File: src/rtl/pe_int_mac_flex_pkg.sv
// Shared types and constants for the integer MAC processing element.
//   pe_mode_e : PE_MAC accumulates cfg_k beats per result, PE_MUL emits every product.
//   PE_K_W    : width of the beat-count / cfg_k field.
//   PE_DW     : widest operand the pipeline beat record can carry.
//   pe_beat_t : one product travelling down the multiplier pipeline.
package pe_int_mac_flex_pkg;

  typedef enum logic {
    PE_MAC = 1'b0,
    PE_MUL = 1'b1
  } pe_mode_e;

  localparam int PE_K_W = 16;
  localparam int PE_DW  = 16;

  typedef struct packed {
    logic signed [2*PE_DW-1:0] prod;
    logic                      last;
    logic                      first;
  } pe_beat_t;

endpackage

File: src/rtl/pe_int_mac_flex_fwd_fifo.sv
// Valid/ready forwarding FIFO with a registered occupancy count.
//   i_push/i_dat   : write side; a push while full is taken only if a pop happens in the same cycle.
//   i_pop          : read strobe, ignored when empty.
//   o_not_full     : space available.
//   o_valid/o_dat  : head of the FIFO.
// DEPTH must be a power of two so the pointers wrap naturally.
module pe_int_mac_flex_fwd_fifo #(
  parameter int W     = 16,
  parameter int DEPTH = 4
) (
  input  logic         clk,
  input  logic         nrst,
  input  logic         i_push,
  input  logic [W-1:0] i_dat,
  input  logic         i_pop,
  output logic         o_not_full,
  output logic         o_valid,
  output logic [W-1:0] o_dat
);

  localparam int AW = $clog2(DEPTH);

  logic [W-1:0]  r_mem [DEPTH];
  logic [AW-1:0] r_wr_ptr;
  logic [AW-1:0] r_rd_ptr;
  logic [AW:0]   r_count;
  logic          w_push;
  logic          w_pop;

  assign w_pop      = i_pop & (r_count != '0);
  assign w_push     = i_push & ((r_count != (AW+1)'(DEPTH)) | w_pop);
  assign o_not_full = (r_count != (AW+1)'(DEPTH));
  assign o_valid    = (r_count != '0);
  assign o_dat      = r_mem[r_rd_ptr];

  always_ff @(posedge clk or negedge nrst) begin
    if (!nrst) begin
      r_wr_ptr <= '0;
      r_rd_ptr <= '0;
      r_count  <= '0;
      for (int i = 0; i < DEPTH; i++) r_mem[i] <= '0;
    end else begin
      if (w_push) begin
        r_mem[r_wr_ptr] <= i_dat;
        r_wr_ptr        <= r_wr_ptr + 1'b1;
      end
      if (w_pop) r_rd_ptr <= r_rd_ptr + 1'b1;
      case ({w_push, w_pop})
        2'b10:   r_count <= r_count + 1'b1;
        2'b01:   r_count <= r_count - 1'b1;
        default: r_count <= r_count;
      endcase
    end
  end

endmodule

File: src/rtl/pe_int_mac_flex.sv
// Integer systolic-array PE: forwards west->east and north->south through FIFOs,
// multiplies the held row/column operands and accumulates cfg_k products per result.
//   i_row_in_*/o_row_out_* : west input, east forward (valid/ready)
//   i_col_in_*/o_col_out_* : north input, south forward (valid/ready)
//   o_res_*/i_res_ready    : dot-product result stream
//   i_cfg_k                : beats per result, latched on the first beat of a group (0 acts as 1)
//   i_acc_clr              : synchronous abort of holds, pipeline and accumulator
//   o_busy, o_error_bit    : activity flag, sticky overflow flag
// Optional: define PE_STALL_CNT_EN to add o_stall_cnt (cycles with one-sided hold or stall).
// Operand width DW must not exceed PE_DW from the package.
module pe_int_mac_flex
  import pe_int_mac_flex_pkg::*;
#(
  parameter int       DW        = 16,
  parameter int       ACC_W     = 40,
  parameter int       FWD_DEPTH = 4,
  parameter int       MUL_STG   = 2,
  parameter int       SAT       = 1,
  parameter pe_mode_e MODE      = PE_MAC
) (
  input  logic              clk,
  input  logic              nrst,
  input  logic              i_row_in_valid,
  output logic              o_row_in_ready,
  input  logic [DW-1:0]     i_row_in_dat,
  input  logic              i_col_in_valid,
  output logic              o_col_in_ready,
  input  logic [DW-1:0]     i_col_in_dat,
  output logic              o_row_out_valid,
  input  logic              i_row_out_ready,
  output logic [DW-1:0]     o_row_out_dat,
  output logic              o_col_out_valid,
  input  logic              i_col_out_ready,
  output logic [DW-1:0]     o_col_out_dat,
  output logic              o_res_valid,
  input  logic              i_res_ready,
  output logic [ACC_W-1:0]  o_res_dat,
  input  logic [PE_K_W-1:0] i_cfg_k,
  input  logic              i_acc_clr,
  output logic              o_busy,
  output logic              o_error_bit
`ifdef PE_STALL_CNT_EN
  ,
  output logic [31:0]       o_stall_cnt
`endif
);

  localparam logic signed [ACC_W-1:0] ACC_MAX = {1'b0, {(ACC_W-1){1'b1}}};
  localparam logic signed [ACC_W-1:0] ACC_MIN = {1'b1, {(ACC_W-1){1'b0}}};

  logic                    w_row_not_full, w_col_not_full;
  logic                    w_row_push, w_col_push;
  logic                    r_a_v, r_b_v;
  logic signed [DW-1:0]    r_a, r_b;
  logic                    w_fire, w_stall;
  logic [PE_K_W-1:0]       r_beat_cnt, r_k, w_k_eff;
  logic                    w_first, w_last;
  logic signed [2*DW-1:0]  w_prod;
  pe_beat_t                r_stg [MUL_STG];
  logic [MUL_STG-1:0]      r_stg_v;
  pe_beat_t                w_fin;
  logic                    w_fin_v;
  logic signed [ACC_W-1:0] r_acc, w_base, w_prod_ext, w_sum, w_acc_next;
  logic                    w_ovf, w_acc_en;
  logic                    r_res_valid;
  logic [ACC_W-1:0]        r_res_dat;
  logic                    r_error;

  // Input side: a beat needs FIFO room and a free (or emptying) hold register.
  assign o_row_in_ready = w_row_not_full & (~r_a_v | w_fire) & ~i_acc_clr;
  assign o_col_in_ready = w_col_not_full & (~r_b_v | w_fire) & ~i_acc_clr;
  assign w_row_push     = i_row_in_valid & o_row_in_ready;
  assign w_col_push     = i_col_in_valid & o_col_in_ready;

  pe_int_mac_flex_fwd_fifo #(.W(DW), .DEPTH(FWD_DEPTH)) u_row_fifo (
    .clk(clk), .nrst(nrst), .i_push(w_row_push), .i_dat(i_row_in_dat), .i_pop(i_row_out_ready),
    .o_not_full(w_row_not_full), .o_valid(o_row_out_valid), .o_dat(o_row_out_dat)
  );

  pe_int_mac_flex_fwd_fifo #(.W(DW), .DEPTH(FWD_DEPTH)) u_col_fifo (
    .clk(clk), .nrst(nrst), .i_push(w_col_push), .i_dat(i_col_in_dat), .i_pop(i_col_out_ready),
    .o_not_full(w_col_not_full), .o_valid(o_col_out_valid), .o_dat(o_col_out_dat)
  );

  always_ff @(posedge clk or negedge nrst) begin
    if (!nrst) begin
      r_a_v <= 1'b0;
      r_b_v <= 1'b0;
      r_a   <= '0;
      r_b   <= '0;
    end else if (i_acc_clr) begin
      r_a_v <= 1'b0;
      r_b_v <= 1'b0;
    end else begin
      if (w_row_push) begin
        r_a_v <= 1'b1;
        r_a   <= i_row_in_dat;
      end else if (w_fire) begin
        r_a_v <= 1'b0;
      end
      if (w_col_push) begin
        r_b_v <= 1'b1;
        r_b   <= i_col_in_dat;
      end else if (w_fire) begin
        r_b_v <= 1'b0;
      end
    end
  end

  assign w_fin   = r_stg[MUL_STG-1];
  assign w_fin_v = r_stg_v[MUL_STG-1];
  // Only a finished result that cannot leave blocks the pipe; partial sums never stall.
  assign w_stall = w_fin_v & w_fin.last & r_res_valid & ~i_res_ready;
  assign w_fire  = r_a_v & r_b_v & ~w_stall;

  // cfg_k is only looked at on the first beat; later beats use the latched group length.
  assign w_first = (r_beat_cnt == '0);
  assign w_k_eff = !w_first ? r_k : ((i_cfg_k == '0) ? PE_K_W'(1) : i_cfg_k);
  assign w_last  = (MODE == PE_MUL) | (r_beat_cnt == w_k_eff - 1'b1);

  always_ff @(posedge clk or negedge nrst) begin
    if (!nrst) begin
      r_beat_cnt <= '0;
      r_k        <= '0;
    end else if (i_acc_clr) begin
      r_beat_cnt <= '0;
    end else if (w_fire) begin
      if (w_first) r_k <= w_k_eff;
      r_beat_cnt <= w_last ? '0 : r_beat_cnt + 1'b1;
    end
  end

  assign w_prod = (2*DW)'(r_a) * (2*DW)'(r_b);

  always_ff @(posedge clk or negedge nrst) begin
    if (!nrst) begin
      r_stg_v <= '0;
      for (int i = 0; i < MUL_STG; i++) r_stg[i] <= '0;
    end else if (i_acc_clr) begin
      r_stg_v <= '0;
    end else if (!w_stall) begin
      r_stg_v[0] <= w_fire;
      r_stg[0]   <= '{prod: (2*PE_DW)'(w_prod), last: w_last, first: w_first};
      for (int i = 1; i < MUL_STG; i++) begin
        r_stg_v[i] <= r_stg_v[i-1];
        r_stg[i]   <= r_stg[i-1];
      end
    end
  end

  assign w_prod_ext = ACC_W'($signed(w_fin.prod));
  assign w_base     = w_fin.first ? '0 : r_acc;
  assign w_sum      = w_base + w_prod_ext;
  // Signed overflow: operands agree in sign, sum does not.
  assign w_ovf      = (w_base[ACC_W-1] == w_prod_ext[ACC_W-1]) & (w_sum[ACC_W-1] != w_base[ACC_W-1]);
  assign w_acc_en   = w_fin_v & ~w_stall & ~i_acc_clr;

  always_comb begin
    w_acc_next = w_sum;
    if (w_ovf && (SAT != 0)) w_acc_next = w_base[ACC_W-1] ? ACC_MIN : ACC_MAX;
  end

  always_ff @(posedge clk or negedge nrst) begin
    if (!nrst) begin
      r_acc       <= '0;
      r_res_valid <= 1'b0;
      r_res_dat   <= '0;
      r_error     <= 1'b0;
    end else begin
      if (i_acc_clr) r_acc <= '0;
      else if (w_acc_en) r_acc <= w_fin.last ? '0 : w_acc_next;

      if (w_acc_en && w_fin.last) begin
        r_res_valid <= 1'b1;
        r_res_dat   <= w_acc_next;
      end else if (i_res_ready) begin
        r_res_valid <= 1'b0;
      end

      if (w_acc_en && w_ovf) r_error <= 1'b1;
    end
  end

  assign o_res_valid = r_res_valid;
  assign o_res_dat   = r_res_dat;
  assign o_error_bit = r_error;
  assign o_busy      = r_a_v | r_b_v | (|r_stg_v) | r_res_valid;

`ifdef PE_STALL_CNT_EN
  logic [31:0] r_stall_cnt;

  always_ff @(posedge clk or negedge nrst) begin
    if (!nrst) r_stall_cnt <= '0;
    else if (((r_a_v ^ r_b_v) | w_stall) && (r_stall_cnt != '1)) r_stall_cnt <= r_stall_cnt + 1'b1;
  end

  assign o_stall_cnt = r_stall_cnt;
`endif

endmodule

File: config.mk
export PLATFORM = sky130hd
export DESIGN_NAME = pe_int_mac_flex
export DESIGN_NICKNAME = d
export VERILOG_FILES = /design/src/rtl/pe_int_mac_flex_pkg.sv /design/src/rtl/pe_int_mac_flex_fwd_fifo.sv /design/src/rtl/pe_int_mac_flex.sv
export SDC_FILE = /design/constraint.sdc
export NUM_CORES = 1
export LEC_CHECK = 0
export BUFFER_PORTS_ARGS = -buffer_cell sky130_fd_sc_hd__buf_2
export CAP_MARGIN = 10
export CORE_MARGIN = 2
export CORE_UTILIZATION = 48
export CTS_BUF_LIST = sky130_fd_sc_hd__clkbuf_16
export CTS_CLUSTER_SIZE = 20
export DETAILED_ROUTE_END_ITERATION = 8
export GPL_ROUTABILITY_DRIVEN = 1
export GPL_TIMING_DRIVEN = 0
export SLEW_MARGIN = 0
export SYNTH_ARGS = -nofsm -noshare
export SYNTH_HDL_FRONTEND = slang
export SYNTH_SLANG_ARGS = --single-unit
File: constraint.sdc
create_clock -name clk -period 13.4 [get_ports clk]
set_clock_uncertainty 0.2 [all_clocks]
set_input_delay 2.68 -clock clk [delete_from_list [all_inputs] [get_ports clk]]
set_output_delay 2.68 -clock clk [all_outputs]
set_load 0.01 [all_outputs]
# Yosys cells after proc, flatten, opt, wreduce, memory -nomap -nowiden
# Cells that the tools add are included.
# totals
word_cells	147
out_inout_bits	79
inputBits	56
reg_bits	360
# op_classes
mul	1
bitwise_logic	34
muxes	34
n_eq_ne	10
n_reduce_logical	20
n_addsub	11
magnitude_cmp	6
# op_table
op	count
$mux 40	6
$mux 16	11
$bwmux 64	2
$bmux 16 s2	2
$demux 16 s2	2
$add 40x32->40	1
$logic_not 16->1	2
$mul 16x16->32	1
$and 1x1->1	18
$add 16x1->16 const B	1
$eq 16x16->1	1
$sub 16x1->16 const B	1
$ge 3x3->1 const B	4
$not 2->3	4
$pmux 3 s2	2
$reduce_bool 3->1	4
$reduce_bool 2->1	5
$add 2x1->2 const B	4
$mux 1	7
$or 1x1->1	7
$add 3x1->3 const B	2
$lt 3x1->1 const B	2
$ne 3x3->1 const B	2
$reduce_and 2->1	3
11 further kinds	22

# Logic depth before layout (Yosys ltp)
# Gate-level depths: netlist (run 1).
# depth
word_depth	12
mapped_depth	24
ltp_nobuf	22

# Modules after synthesis
# Synthesis (run 1) repeated with hierarchy kept, for this count alone.
# hier_totals
cells_unflattened	2834
hier_area_um2	28203.3
# by_module_without_submodules
mod	instances	cells_per_inst	seq_area_each_um2	area_each_um2
pe_int_mac_flex	1	2448	5455.2	21814.7
pe_int_mac_flex_fwd_fifo	2	193	1776.7	3194.3

# Worst setup path before layout (run 1)
# OpenSTA, ideal clock, no wires.
# synth_path
path_kind	input to output
start	in i_res_ready
end	out o_row_in_ready
slack_ns	6.925
arrival_time_ns	3.595
path_buffers	0
stages	4
required_time_ns	10.520
path_cell_list	nor2b_1 nand3_1 nand3_2 a221oi_1
# synth_between
elab_chain_len	7
# synth_rtl
item	line	rtl
start, declared	pe_int_mac_flex.sv:36	input logic i_res_ready,
$not 1->1	pe_int_mac_flex.sv:113	assign w_stall = w_fin_v & w_fin.last & r_res_valid & ~i_res_ready;
$and 1x1->1	pe_int_mac_flex.sv:113	
$not 1->1 (no source line)	-	
$and 1x1->1	pe_int_mac_flex.sv:114	assign w_fire = r_a_v & r_b_v & ~w_stall;
$or 1x1->1	pe_int_mac_flex.sv:70	assign o_row_in_ready = w_row_not_full & (~r_a_v | w_fire) & ~i_acc_clr;
$and 1x1->1 (2 in a row)	pe_int_mac_flex.sv:70	
end, declared	pe_int_mac_flex.sv:24	output logic o_row_in_ready,
# Every way passes these cells.

# Final worst setup path (run 1)
# layout_path
start	reg r_b[9]
end	reg r_stg[67] in the netlist's numbering
# layout_between
elab_chain_len	1
# layout_rtl
item	line	rtl
start, declared	pe_int_mac_flex.sv:54	logic signed [DW-1:0] r_a, r_b;
start signal, assigned	pe_int_mac_flex.sv:103	r_b <= i_col_in_dat;
$mul 16x16->32	pe_int_mac_flex.sv:133	assign w_prod = (2*DW)'(r_a) * (2*DW)'(r_b);
end signal, assigned by index	pe_int_mac_flex.sv:146	r_stg[i] <= r_stg[i-1];
end, declared	pe_int_mac_flex.sv:59	pe_beat_t r_stg [MUL_STG];
# Every way passes these cells.
# A chain may end at the register's enable or synchronous reset.

==> results.json, run 1 <==
{
  "status": "finished clean",
  "dr.pass1.iters": 5,
  "io_pins": 135,
  "wl_met1_microns": 31500,
  "synth_fp_nets": 3297,
  "clk_path_buf_depth": 3,
  "cts_tree": "built",
  "start_kind": "flip-flop",
  "rsz0062_at_grt": "no",
  "cts_setup_buffers": 0,
  "grt_pass1_wl_microns": 117000,
  "crit_required_ps": 13630,
  "routed_wl_microns": 71300,
  "hp-class": "reg2reg",
  "crit_type": "reg2reg",
  "ys_seq_area_share_pct": 32.2,
  "maxCapViolCount": 0,
  "fin_setup_tns_ps": 0,
  "final_net_count": 3477,
  "drive_gt1_share_pct": 13.3,
  "hold_violations": 0,
  "setup_viol": 0,
  "synth_edf_count": 0,
  "numCtsBuffers": 41,
  "final-instance-count-excl-fill": 3816,
  "core_area_sq_mm": 0.0577,
  "gr-total-overflow": 0,
  "final_max_slew_viol_count": 0,
  "startpoint": "r_b[9]$_DFFE_PN0P_",
  "grt_max_degree": 111,
  "cp_data_arrival_time_ps": 8060,
  "synth_area_leaders": "dfrtp_1 (32%), fa_1 (19%), nand2_1 (6.7%)",
  "antenna_found_initial": 1,
  "worstHoldStart": "r_stg[36]$_DFFE_PN0P_",
  "start_util_pct": 48.5,
  "layout_setup_ws_ps": 5570,
  "worstSkewPairLatency_ps": 570,
  "track_usage_pct": 24.4,
  "clock_sinks": 360,
  "avgSynthCellArea_sq_um": 9.85,
  "worstMarginPinSlew_ps": 896,
  "row_count": 88,
  "ys_seq_elements": 360,
  "synth.top_cell.area_share_pct": 32.2,
  "gp_congestion": 0.928,
  "grt_pass1_vias": 21869,
  "insertedDiodeCount": 0,
  "postSynthCellCount": 2842,
  "cts.repair.resized": 0,
  "die_x_microns": 245,
  "portBuffers": 133,
  "place_inst": 3743,
  "clock.fmax_mhz": 128,
  "syn2layout_area_growth_pct": 10.7,
  "synth_area_sq_mm": 0.0280,
  "synth_most_common_cell": "nand2_1",
  "top_layer_used": "met4",
  "place_hpwl_microns": 55400,
  "synth_cell_type_count": 79,
  "cts_root_buf": "clkbuf_16",
  "vias": 20661,
  "crit_path_end_kind": "flip-flop",
  "cts.hold.buffers_added": 0,
  "wl_met2_microns": 34500,
  "dp_slack_ps": 5600,
  "vias_per_cell": 5.41,
  "antenna_left": 0,
  "htreeDepth": 2,
  "finalCritPeriodShare_pct": 58.4,
  "drt_iter0_markers": 1090,
  "die_y_microns": 245,
  "wl_per_cell_microns": 18.7,
  "ys_warn_count": 0,
  "wl_met3_microns": 3190,
  "worstPathMaxFanout": 10,
  "synth_commonest_cells": "nand2_1 (500), dfrtp_1 (360), inv_1 (321)",
  "synth-main-ff-cell": "dfrtp_1",
  "drc": 0,
  "clk_pin_slew_ps": 60,
  "fin_crit_ps": 7830,
  "die-area_sq_mm": 0.0603,
  "r2r_start": "r_b[9]$_DFFE_PN0P_",
  "async_flop_share_pct": 100,
  "num-fill-cells": 5278,
  "max-slew-margin-rel_pct": 40.0,
  "yosys.area.top_type": "dfrtp_1"
}
[final timing paths]
path / cells past startpoint / to / slack (ps)
min in group asynchronous: 1 / r_k[14]$_DFFE_PN0P_ / 1880
max: 24 / r_stg[67]$_DFFE_PN0P_ / 5570
min: 2 / r_stg[2]$_DFFE_PN0P_ / 260
max reg2reg: 24 / r_stg[67]$_DFFE_PN0P_ / 5570
max in group asynchronous: 3 / r_a[12]$_DFFE_PN0P_ / 9730
min reg2reg: 2 / r_stg[2]$_DFFE_PN0P_ / 260
[placed cells by master, fill, tap and decap left out, types with 17 or more instances in the layout]
cell and count:
nand2_1 500, dfrtp_1 360, inv_1 329, fa_1 265, o21ai_0 142, mux2_2 139
buf_2 137, ha_1 134, and2_1 130, nor2_1 122, clkbuf_1 112, a21oi_1 66
xnor2_1 62, nor2b_1 46, xor2_1 44, nand3_1 42, clkbuf_16 42, mux4_2 32
nor3_1 28, a21o_1 22, mux2i_1 20, a31oi_1 17
[routing by layer]
layer | vias up | track usage (%)
met5 | - | 0
met4 | 0 | 7.52
met3 | 132 | 3.16
met2 | 510 | 41.5
met1 | 10356 | 32.4
li1 | 9663 | -
[metrics by stage]
stage               hold slack (ps)  cell area (sq um)  utilization [%]
floorplan                       239              28000                -
global placement                250              29600             51.3
detailed placement              255              29700             51.5
CTS                             270              31000             53.7
global route                    298              31000             53.7
finish                          265              31000             53.7
[flip-flops by register name, summed over array words and instances (netlist names)]
signal / cells
r_stg: 68
u_col_fifo.r_mem: 64
u_row_fifo.r_mem: 64
o_res_dat: 40
r_acc: 40
r_a: 16
r_b: 16
r_beat_cnt: 16
r_k: 16
u_col_fifo.r_count: 3
u_row_fifo.r_count: 3
r_stg_v: 2
u_col_fifo.r_rd_ptr: 2
u_col_fifo.r_wr_ptr: 2
u_row_fifo.r_rd_ptr: 2
u_row_fifo.r_wr_ptr: 2
o_error_bit: 1
o_res_valid: 1
r_a_v: 1
r_b_v: 1
[cell type report]
cell class                      instances  area [sq um]  area share [%]
Clock inverter                         30           221           0.715
Tap cell                              765           957            3.09
Multi-Input combinational cell       2034         17300            55.8
Inverter                              323          1210            3.91
Sequential cell                       360          9010            29.1
Clock buffer                           42          1050            3.39
Buffer                                125           490            1.58
Timing Repair Buffer                  137           766            2.47
[kinds of logic after synthesis]
logic type | after synthesis | share of synthesized area [%]
buf+inv | 448 | 6.08
simple gates | 976 | 16.4
compound gates | 360 | 8.07
mux | 193 | 8.98
flops | 360 | 32.2
fa+ha+maj | 399 | 24.9
xor+xnor | 106 | 3.32
[worst max-delay path: stages, from the launching register on]
cell	delay, ps
dfrtp_1	320
clkbuf_1	430
clkbuf_1	560
nand2_1	150
fa_1	520
inv_1	60
fa_1	510
inv_1	60
fa_1	580
inv_1	60
fa_1	450
fa_1	500
inv_1	50
fa_1	470
inv_1	40
ha_1	330
a21oi_1	170
o21ai_0	140
a32oi_1	230
nand3_1	190
o311ai_0	780
a311oi_1	210
a211oi_1	360
xnor2_1	220
o21ai_0	120
Power of run 1 is not shown: default switching activity piles up to over one toggle a cycle in this logic, so the estimate is an artifact.
==> run 2, diff against run 1 <==
- clock period: 13.4 -> 7.52 ns (I/O delays scaled with it)
==> results.json, run 2 (synthesis results as in run 1) <==
{
  "status": "finished clean",
  "slowest_delay_ps": 600,
  "final_cell_mix": "nand2_1 (500), dfrtp_1 (360), inv_1 (329)",
  "dr.pass1.iters": 5,
  "cts.hold.buffers_added": 0,
  "largest_register_ffs": 68,
  "grt_pass1_wl_microns": 117000,
  "setup_viol": 0,
  "portBuffers": 133,
  "insertedDiodeCount": 0,
  "grt_max_degree": 111,
  "worstSkewPairLatency_ps": 570,
  "vias_per_cell": 5.40,
  "final_max_slew_viol_count": 0,
  "place_inst": 3743,
  "fin_crit_ps": 7180,
  "clock_sinks": 360,
  "gp_congestion": 0.928,
  "crit_type": "reg2reg",
  "critPathBufInv": 4,
  "final_net_count": 3473,
  "track_usage_pct": 24.4,
  "drc": 0,
  "maxCapViolCount": 0,
  "cts_setup_buffers": 0,
  "cpMostUsedCell": "fa_1",
  "die_y_microns": 245,
  "worstHoldPathCells": 2,
  "fin_setup_tns_ps": 0,
  "largestRegisters": "r_stg (68), u_col_fifo.r_mem (64), u_row_fifo.r_mem (64)",
  "io_pins": 135,
  "hold_violations": 0,
  "final-instance-count-excl-fill": 3812,
  "worstPathMaxFanout": 10,
  "die_x_microns": 245,
  "hp-class": "reg2reg",
  "syn2layout_area_growth_pct": 10.8,
  "clk_pin_slew_ps": 60,
  "cts_root_buf": "clkbuf_16",
  "die-area_sq_mm": 0.0603,
  "antenna_found_initial": 1,
  "routed_wl_microns": 71200,
  "finalCritPeriodShare_pct": 95.4,
  "gr-total-overflow": 0,
  "grt_pass1_vias": 21872,
  "crit_path_end_kind": "flip-flop",
  "cpMaxStageDelayCell": "dfrtp_1",
  "crit_required_ps": 7760,
  "max-slew-margin-rel_pct": 39.1,
  "htreeDepth": 2,
  "clk_path_buf_depth": 3,
  "start_kind": "flip-flop",
  "core_area_sq_mm": 0.0577,
  "drive_gt1_share_pct": 14.0,
  "cp.depth": 21,
  "drt_iter0_markers": 1038,
  "vias": 20575,
  "worstMarginPinSlew_ps": 910,
  "r2r_cells": 21,
  "row_count": 88,
  "crit_chain": "clkbuf_1 > nand2_1 > fa_1 > fa_1 > fa_1 > fa_1 > inv_1 > fa_1 > inv_1 > fa_1 > inv_1 > ha_1 > a21oi_1 > o21ai_0 > a32oi_1 > nand3_1 > o311ai_2 > a311oi_1 > a211oi_1 > xnor2_1 > o21ai_0",
  "top_register": "r_stg",
  "clock.fmax_mhz": 139,
  "crit_family": "adder cells",
  "antenna_left": 0,
  "start_util_pct": 48.5,
  "place_hpwl_microns": 55400,
  "wl_per_cell_microns": 18.7,
  "rsz0062_at_grt": "no",
  "numCtsBuffers": 41,
  "cp_data_arrival_time_ps": 7410,
  "final_common_cell": "nand2_1",
  "cts_tree": "built"
}
run 2: cell types whose count changed in the layout (fill, tap and decap cells not counted), sizes merged:
| cell | change |
|---|---|
| clkbuf | -3 |
| buf | -1 |
run 2: path summary, 6_finish.rpt:
path / slack, ps / end / start
worst min-delay path: 260 / r_stg[2]$_DFFE_PN0P_ / r_stg[36]$_DFFE_PN0P_
min in group asynchronous: 710 / r_k[14]$_DFFE_PN0P_ / nrst
worst max-delay path: 340 / r_stg[67]$_DFFE_PN0P_ / r_a[10]$_DFFE_PN0P_
worst max register to register: 340 / r_stg[67]$_DFFE_PN0P_ / r_a[10]$_DFFE_PN0P_
max in group asynchronous: 5030 / r_a[12]$_DFFE_PN0P_ / nrst
worst min register to register: 260 / r_stg[2]$_DFFE_PN0P_ / r_stg[36]$_DFFE_PN0P_
run 2: tightest hold or removal path: cells and delay by family, from the launching register on:
kind,cells,cell delay [ps]
flops,1,340
simple gates,2,100
run 2: final cells by class:
cell class / count / area [sq um]
buffer: 121 / 498
clock buffer: 42 / 1050
clock inverter: 30 / 221
fill: 5275 / 26700
inverter: 323 / 1210
multi-input combinational: 2034 / 17300
sequential: 360 / 9010
tap: 765 / 957
timing repair buffer: 137 / 766
run 2: per-stage QoR:
step                      worst slack, ps  hold slack (ps)  util (%)  instance area [sq um]
after global routing                 34.5              298      53.7                  31000
after CTS                            67.9              270      53.7                  31000
final                                 342              262      53.7                  31000
after global placement              -2060              250      51.3                  29600
after detailed placement             -282              255      51.5                  29700
after floorplan                      1200              239         -                  28000
run 2: timing repair:
item	CTS	global route
resized for setup	4	33
endpoints found under the setup margin	2	4
gates cloned	0	0
run 2: routing by layer:
layer | share of wire, % | wire length (microns) | track usage (%)
met1 | 44 | 31400 | 32.4
met5 | 0 | 0 | 0
met2 | 48 | 34400 | 41.5
met4 | 2.9 | 2060 | 7.52
met3 | 4.7 | 3370 | 3.16
Power of run 2 is left out for the same reason.
